[config.mk]
export PLATFORM = sky130hd
export DESIGN_NAME = apb_io_router
export DESIGN_NICKNAME = d
export VERILOG_FILES = /design/src/rtl/apb_io_router.sv
export SDC_FILE = /design/constraint.sdc
export NUM_CORES = 1
export LEC_CHECK = 0
export CORE_MARGIN = 5
export CORE_UTILIZATION = 50
export DETAILED_ROUTE_END_ITERATION = 10
export DONT_BUFFER_PORTS = 1
export GPL_TIMING_DRIVEN = 0
export HOLD_SLACK_MARGIN = 0.05
export PLACE_DENSITY_LB_ADDON = 0.15
export SLEW_MARGIN = 20
export SYNTH_ARGS = -nofsm -noshare
export SYNTH_HDL_FRONTEND = slang
export SYNTH_SLANG_ARGS = --single-unit
[constraint.sdc]
create_clock -name clk -period 2.15 [get_ports clk]
set_input_delay 0.43 -clock clk [delete_from_list [all_inputs] [get_ports clk]]
set_output_delay 0.43 -clock clk [all_outputs]
set_load 0.02 [all_outputs]
[src/rtl/apb_io_router.sv]
// APB upstream-to-downstream router: one upstream APB port fans out to NUM_SLAVES peripherals
// selected by address bits [15:8], with access timeout and a sticky error flag.
module apb_io_router #(
  parameter int NUM_SLAVES     = 4,
  parameter int TIMEOUT_CYCLES = 16
) (
  input  logic                    clk,
  input  logic                    n_rst,
  input  logic [15:0]             up_paddr,
  input  logic                    up_psel,
  input  logic                    up_penable,
  input  logic                    up_pwrite,
  input  logic [7:0]              up_pwdata,
  output logic [7:0]              up_prdata,
  output logic                    up_pready,
  output logic                    up_pslverr,
  output logic [2:0]              dn_paddr,
  output logic [7:0]              dn_pwdata,
  output logic                    dn_pwrite,
  output logic [NUM_SLAVES-1:0]   dn_psel,
  output logic                    dn_penable,
  input  logic [8*NUM_SLAVES-1:0] dn_prdata,
  input  logic [NUM_SLAVES-1:0]   dn_pready,
  input  logic                    err_clr,
  output logic                    err_sticky
);

  typedef enum logic [1:0] {IDLE, SETUP, ACCESS, DONE} state_e;

  localparam logic [7:0] LastCnt = 8'(TIMEOUT_CYCLES - 1);

  state_e                  state_q, state_d;
  logic [NUM_SLAVES-1:0]   sel_q, sel_d;
  logic                    pen_q, pen_d;
  logic                    rdy_q, rdy_d;
  logic                    slverr_q, slverr_d;
  logic                    sticky_q, sticky_d;
  logic                    pwrite_q, pwrite_d;
  logic [7:0]              rdata_q, rdata_d;
  logic [7:0]              pwdata_q, pwdata_d;
  logic [2:0]              paddr_q, paddr_d;
  logic [7:0]              cnt_q, cnt_d;
  logic [NUM_SLAVES-1:0]   decSel;
  logic                    selReady;
  logic [7:0]              selData;
  logic                    unused_paddrBits;

  assign unused_paddrBits = ^up_paddr[7:3];

  // An all-zero decode marks the address as unmapped.
  always_comb begin
    decSel  = '0;
    selData = '0;
    for (int i = 0; i < NUM_SLAVES; i++) begin
      if (up_paddr[15:8] == 8'(i)) decSel[i] = 1'b1;
      if (sel_q[i]) selData = selData | dn_prdata[8*i +: 8];
    end
  end

  assign selReady = |(dn_pready & sel_q);

  always_comb begin
    state_d  = state_q;
    sel_d    = sel_q;
    pen_d    = pen_q;
    rdy_d    = 1'b0;
    slverr_d = 1'b0;
    rdata_d  = 8'h00;
    cnt_d    = cnt_q;
    paddr_d  = paddr_q;
    pwdata_d = pwdata_q;
    pwrite_d = pwrite_q;
    case (state_q)
      IDLE: begin
        sel_d = '0;
        pen_d = 1'b0;
        if (up_psel && !up_penable) begin
          state_d  = SETUP;
          sel_d    = decSel;
          paddr_d  = up_paddr[2:0];
          pwdata_d = up_pwdata;
          pwrite_d = up_pwrite;
        end
      end
      SETUP: begin
        if (!up_psel) begin
          state_d = IDLE;
          sel_d   = '0;
        end else if (|sel_q) begin
          state_d = ACCESS;
          pen_d   = 1'b1;
          cnt_d   = '0;
        end else begin
          state_d  = DONE;
          rdy_d    = 1'b1;
          rdata_d  = 8'hFF;
          slverr_d = 1'b1;
        end
      end
      ACCESS: begin
        // A ready on the final allowed cycle still completes normally.
        if (!up_psel) begin
          state_d = IDLE;
          sel_d   = '0;
          pen_d   = 1'b0;
        end else if (selReady) begin
          state_d = DONE;
          sel_d   = '0;
          pen_d   = 1'b0;
          rdy_d   = 1'b1;
          rdata_d = pwrite_q ? 8'h00 : selData;
        end else if (cnt_q == LastCnt) begin
          state_d  = DONE;
          sel_d    = '0;
          pen_d    = 1'b0;
          rdy_d    = 1'b1;
          rdata_d  = 8'hFF;
          slverr_d = 1'b1;
        end else begin
          cnt_d = cnt_q + 8'd1;
        end
      end
      DONE: begin
        state_d = IDLE;
        sel_d   = '0;
        pen_d   = 1'b0;
      end
      default: state_d = IDLE;
    endcase
  end

  // Set takes priority over clear when both happen in the same cycle.
  assign sticky_d = (state_q == DONE && slverr_q) || (sticky_q && !err_clr);

  always_ff @(posedge clk or negedge n_rst) begin
    if (!n_rst) begin
      state_q  <= IDLE;
      sel_q    <= '0;
      pen_q    <= 1'b0;
      rdy_q    <= 1'b0;
      slverr_q <= 1'b0;
      sticky_q <= 1'b0;
      rdata_q  <= 8'h00;
      cnt_q    <= 8'h00;
      paddr_q  <= 3'h0;
      pwdata_q <= 8'h00;
      pwrite_q <= 1'b0;
    end else begin
      state_q  <= state_d;
      sel_q    <= sel_d;
      pen_q    <= pen_d;
      rdy_q    <= rdy_d;
      slverr_q <= slverr_d;
      sticky_q <= sticky_d;
      rdata_q  <= rdata_d;
      cnt_q    <= cnt_d;
      paddr_q  <= paddr_d;
      pwdata_q <= pwdata_d;
      pwrite_q <= pwrite_d;
    end
  end

  assign up_prdata  = rdata_q;
  assign up_pready  = rdy_q;
  assign up_pslverr = slverr_q;
  assign dn_paddr   = paddr_q;
  assign dn_pwdata  = pwdata_q;
  assign dn_pwrite  = pwrite_q;
  assign dn_psel    = sel_q;
  assign dn_penable = pen_q;
  assign err_sticky = sticky_q;

endmodule

==> parameters.txt <==
Parameter                              Value

Timing
  Period utilisation layout ... 0.987
  Worst clock skew on the final layout ... 8.15 ps
  Peak Freq ... 0.471 GHz
  Final number of hold-violating endpoints ... 0
  Relative slew slack ... 0.583
  Final count of negative-setup-slack endpoints ... 0
  Shortest clock period the worst path allows after layout ... 2120 ps
  Slew at the pin with the worst max-slew slack ... 620 ps
  Max-slew violation count ... 0
  RSZ-0062 raised after global routing ... yes
  Final worst slack ... 28.0 ps

Yosys
  Synthesized-area fraction occupied by adder cells ... 0.0403
  Mean area per synthesized cell ... 10.5 um2
  Synth top area cells ... dfrtp_1, mux2_2, a22oi_1
  Synthesized-area fraction occupied by and/or/nand/nor cells ... 0.145
  Flip-flop and latch count after synthesis ... 38
  Number of enable flip-flop cells after synthesis ... 0
  Syn Std Cell Area ... 2170 um2
  Leading post-synthesis cells by instance count ... dfrtp_1, a22oi_1, mux2_2, nor2_1, a21oi_1
  Synth warnings ... 0
  Async set-reset flop share out of synthesis ... 1.00
  Top cell type's share of synthesized area ... 0.438
  Post-synth cell types ... 45
  Portion of netlist area occupied by mux cells ... 0.105
  Cell taking the most area after synthesis ... dfrtp_1
  Dominant combinational cell family by area after synthesis ... compound AO/OA/AOI/OAI gates
  Most frequently used cell type in the post-synthesis netlist ... dfrtp_1
  Syn_nets ... 280
  Post-Synth XOR/XNOR Area ... 0
  Cells after synthesis ... 207
  Most frequently used flop master after synthesis ... dfrtp_1
  Synthesized-area fraction occupied by ao, oa, aoi and oai cells ... 0.221
  Register area share after synthesis ... 0.438

Placed design
  Cell Area, Placed ... 2240 um2
  DP Wirelength ... 4080 um
  Worst slack, placed ... -270 ps
  Final estimated routing congestion in global placement ... 0.863
  Count of buffers from port buffering ... 0
  Cell count after placement ... 259

Power
  Total design power ... 2.88 mW
  PD cells ... 1180 nW/um2
  Switching power as a share of total power ... 0.385
  Relative contribution of combinational cells to total power ... 0.265
  Register share of total power ... 0.483
  VDD IR max ... 0.000493 V
  Net switching component of the power ... 1.11 mW
  Power share of the clock group ... 0.252
  Static power due to leakage ... 1.04 nW
  P_int ... 1.77 mW

Drt
  Vias after detailed routing ... 1681
  Antenna violation net count after detailed routing ... 0
  Residual DRC ... 0
  Routed WL per cell ... 19.7 um
  Detailed router's first-iteration violation count ... 111
  Drt via density ... 6.27
  Routed wire length ... 5290 um
  DRT Pass-1 Iters ... 5

Global route
  Largest net degree at the start of global routing ... 39
  Number of global-route vias before repair ... 1779
  Number of antenna violations at the first check in global routing ... 0
  Global-route met3 utilization ... 0.0581
  Most used routing layer in global routing ... met2
  Total track usage ... 0.179
  Total congestion overflow after global routing ... 0
  Met1 layer usage reported by global route ... 0.219
  Global-route track usage on met2 ... 0.297
  Wire length of the first global-routing pass ... 8560 um

Clock tree
  Clock root buffer ... clkbuf_8
  TritonCTS clock tree ... done
  Count of buffers added by post-CTS timing repair for setup ... 0
  Cts bufs inserted ... 5
  Clock-pin slew reported for the worst setup and hold paths after clock tree synthesis ... 80 ps
  TritonCTS sink count ... 38
  Maximum root-to-sink buffer count ... 2
  Clock latency at the later pin of the worst-skew pair ... 290 ps
  H-tree levels ... 2

Finish
  Ant diodes ... 0
  Non-filler instance count after layout ... 268
  Share of final-layout standard cells stronger than drive strength 1 ... 0.236
  Final layout net count ... 288
  Finished layout cell area ... 2440 um2
  Layout overhead on the synthesized area ... 12.1%

Worst setup path
  Endpoint of the most critical setup path ... state_q[1]$_DFFE_PN0P_
  Endpoint of the most critical register-to-register path ... state_q[1]$_DFFE_PN0P_
  Crit path largest cell delay ... 490 ps
  Critical path data arrival time ... 2300 ps
  CP Class ... flop to flop
  Maximum net fanout on the critical path ... 10
  Reg-to-reg setup timing slack ... 30 ps
  Sum of buffers and inverters on the critical path ... 1
  Critical path launch point ... dn_psel[0]$_DFFE_PN0P_
  Source of the worst register-to-register timing path ... dn_psel[0]$_DFFE_PN0P_
  Startpoint Class ... flop
  Total stage count of the critical path ... 5
  Worst R2R Path Depth ... 5
  Cell breakdown of the critical path ... clkbuf_2 -> a22o_1 -> nor3_2 -> o2bb2ai_1 -> mux2_2
  Worst EP required ... 2330 ps
  CP delay by family, top ... compound AO/OA/AOI/OAI gates
  Element type at the critical path end ... flop
  Slowest cell on the critical path ... dfrtp_1

Floorplan
  Die ar. ... 5770 um2
  Die Span Y ... 75.9 um
  Chip Width ... 75.9 um
  Number of core rows ... 24
  Core Box Area ... 4290 um2
  Starting density of the core ... 0.506
  I/O pins ... 94

Worst hold path
  Class of the most critical hold timing path ... input port to flop

Run
  Count of max-cap constraint violations ... 0

Outcome
  Run status ... finished clean
routing by layer:
metal | up-vias | routed length [um] | share of wire
li1 | 783 | - | -
met1 | 806 | 2120 | 0.40
met2 | 88 | 2690 | 0.51
met3 | 4 | 428 | 0.081
met4 | 0 | 49 | 0.0093
met5 | - | 0 | 0
state kept, by name (all words and copies together) (netlist names), 2 cells and up:
name and count:
state_q 2, dn_psel 4, dn_pwdata 8, cnt_q 8, dn_paddr 3, up_prdata 8
cell type report:
| type | instances | area [um2] |
|---|---|---|
| Inverter | 11 | 41.3 |
| Sequential cell | 38 | 951 |
| Multi-Input combinational cell | 144 | 1130 |
| Clock inverter | 3 | 68.8 |
| Clock buffer | 5 | 68.8 |
| Tap cell | 52 | 65.1 |
| Fill cell | 375 | 1860 |
| Timing Repair Buffer | 2 | 30.0 |
| Buffer | 13 | 76.3 |
worst min path at each step:
stage          startpoint                   end  cells after the start
6_report          err_clr  err_sticky$_DFF_PN0_                      1
5_1_grt           err_clr  err_sticky$_DFF_PN0_                      1
4_1_cts           err_clr  err_sticky$_DFF_PN0_                      1
3_5_place_dp        n_rst  cnt_q[5]$_DFFE_PN0P_                      0
3_3_place_gp        n_rst  cnt_q[5]$_DFFE_PN0P_                      0
2_1_floorplan       n_rst  cnt_q[0]$_DFFE_PN0P_                      0
per-stage QoR:
step	util	hold WS [ps]	TNS, ps
floorplan	-	134	0
global placement	0.521	136	-665
detailed placement	0.521	136	-1810
CTS	0.564	223	0
global route	0.567	220	-182
finish	0.567	225	0
cells in the final DEF (no fill, tap or decap), types with 3 or more instances in the layout:
cell type,instances
dfrtp_1,38
a22oi_1,16
nor2_1,13
mux2_2,13
inv_1,10
nand2_1,10
a21oi_1,10
a211oi_2,8
nor3_1,8
nand3_1,7
ha_1,5
clkbuf_8,5
clkbuf_2,4
clkbuf_1,4
a22o_1,4
o21ai_0,4
and3_1,4
mux2_4,4
nand4_1,3
a221o_1,3
cell families after synthesis:
group / Yosys count
compound gates: 59
fa+ha+maj: 7
buf+inv: 25
flops: 38
mux: 19
simple gates: 59
power by group through the flow:
stage / Combinational, mW / Sequential (mW) / Clock (mW)
finish: 0.761 / 1.39 / 0.725
global route: 0.837 / 1.41 / 0.768
CTS: 0.743 / 1.39 / 0.736
detailed placement: 0.705 / 1.41 / 0
global placement: 0.674 / 1.40 / 0
floorplan: 0.574 / 1.35 / 0
what timing repair did:
action / in CTS / in global routing
hold buffers: 2 / 0
endpoints found under the hold margin: 38 / 0
endpoints found under the setup margin: 14 / 20
gates resized for setup: 7 / 7
gates cloned: 0 / 0
No activity file was read; power rests on OpenSTA's default activity.
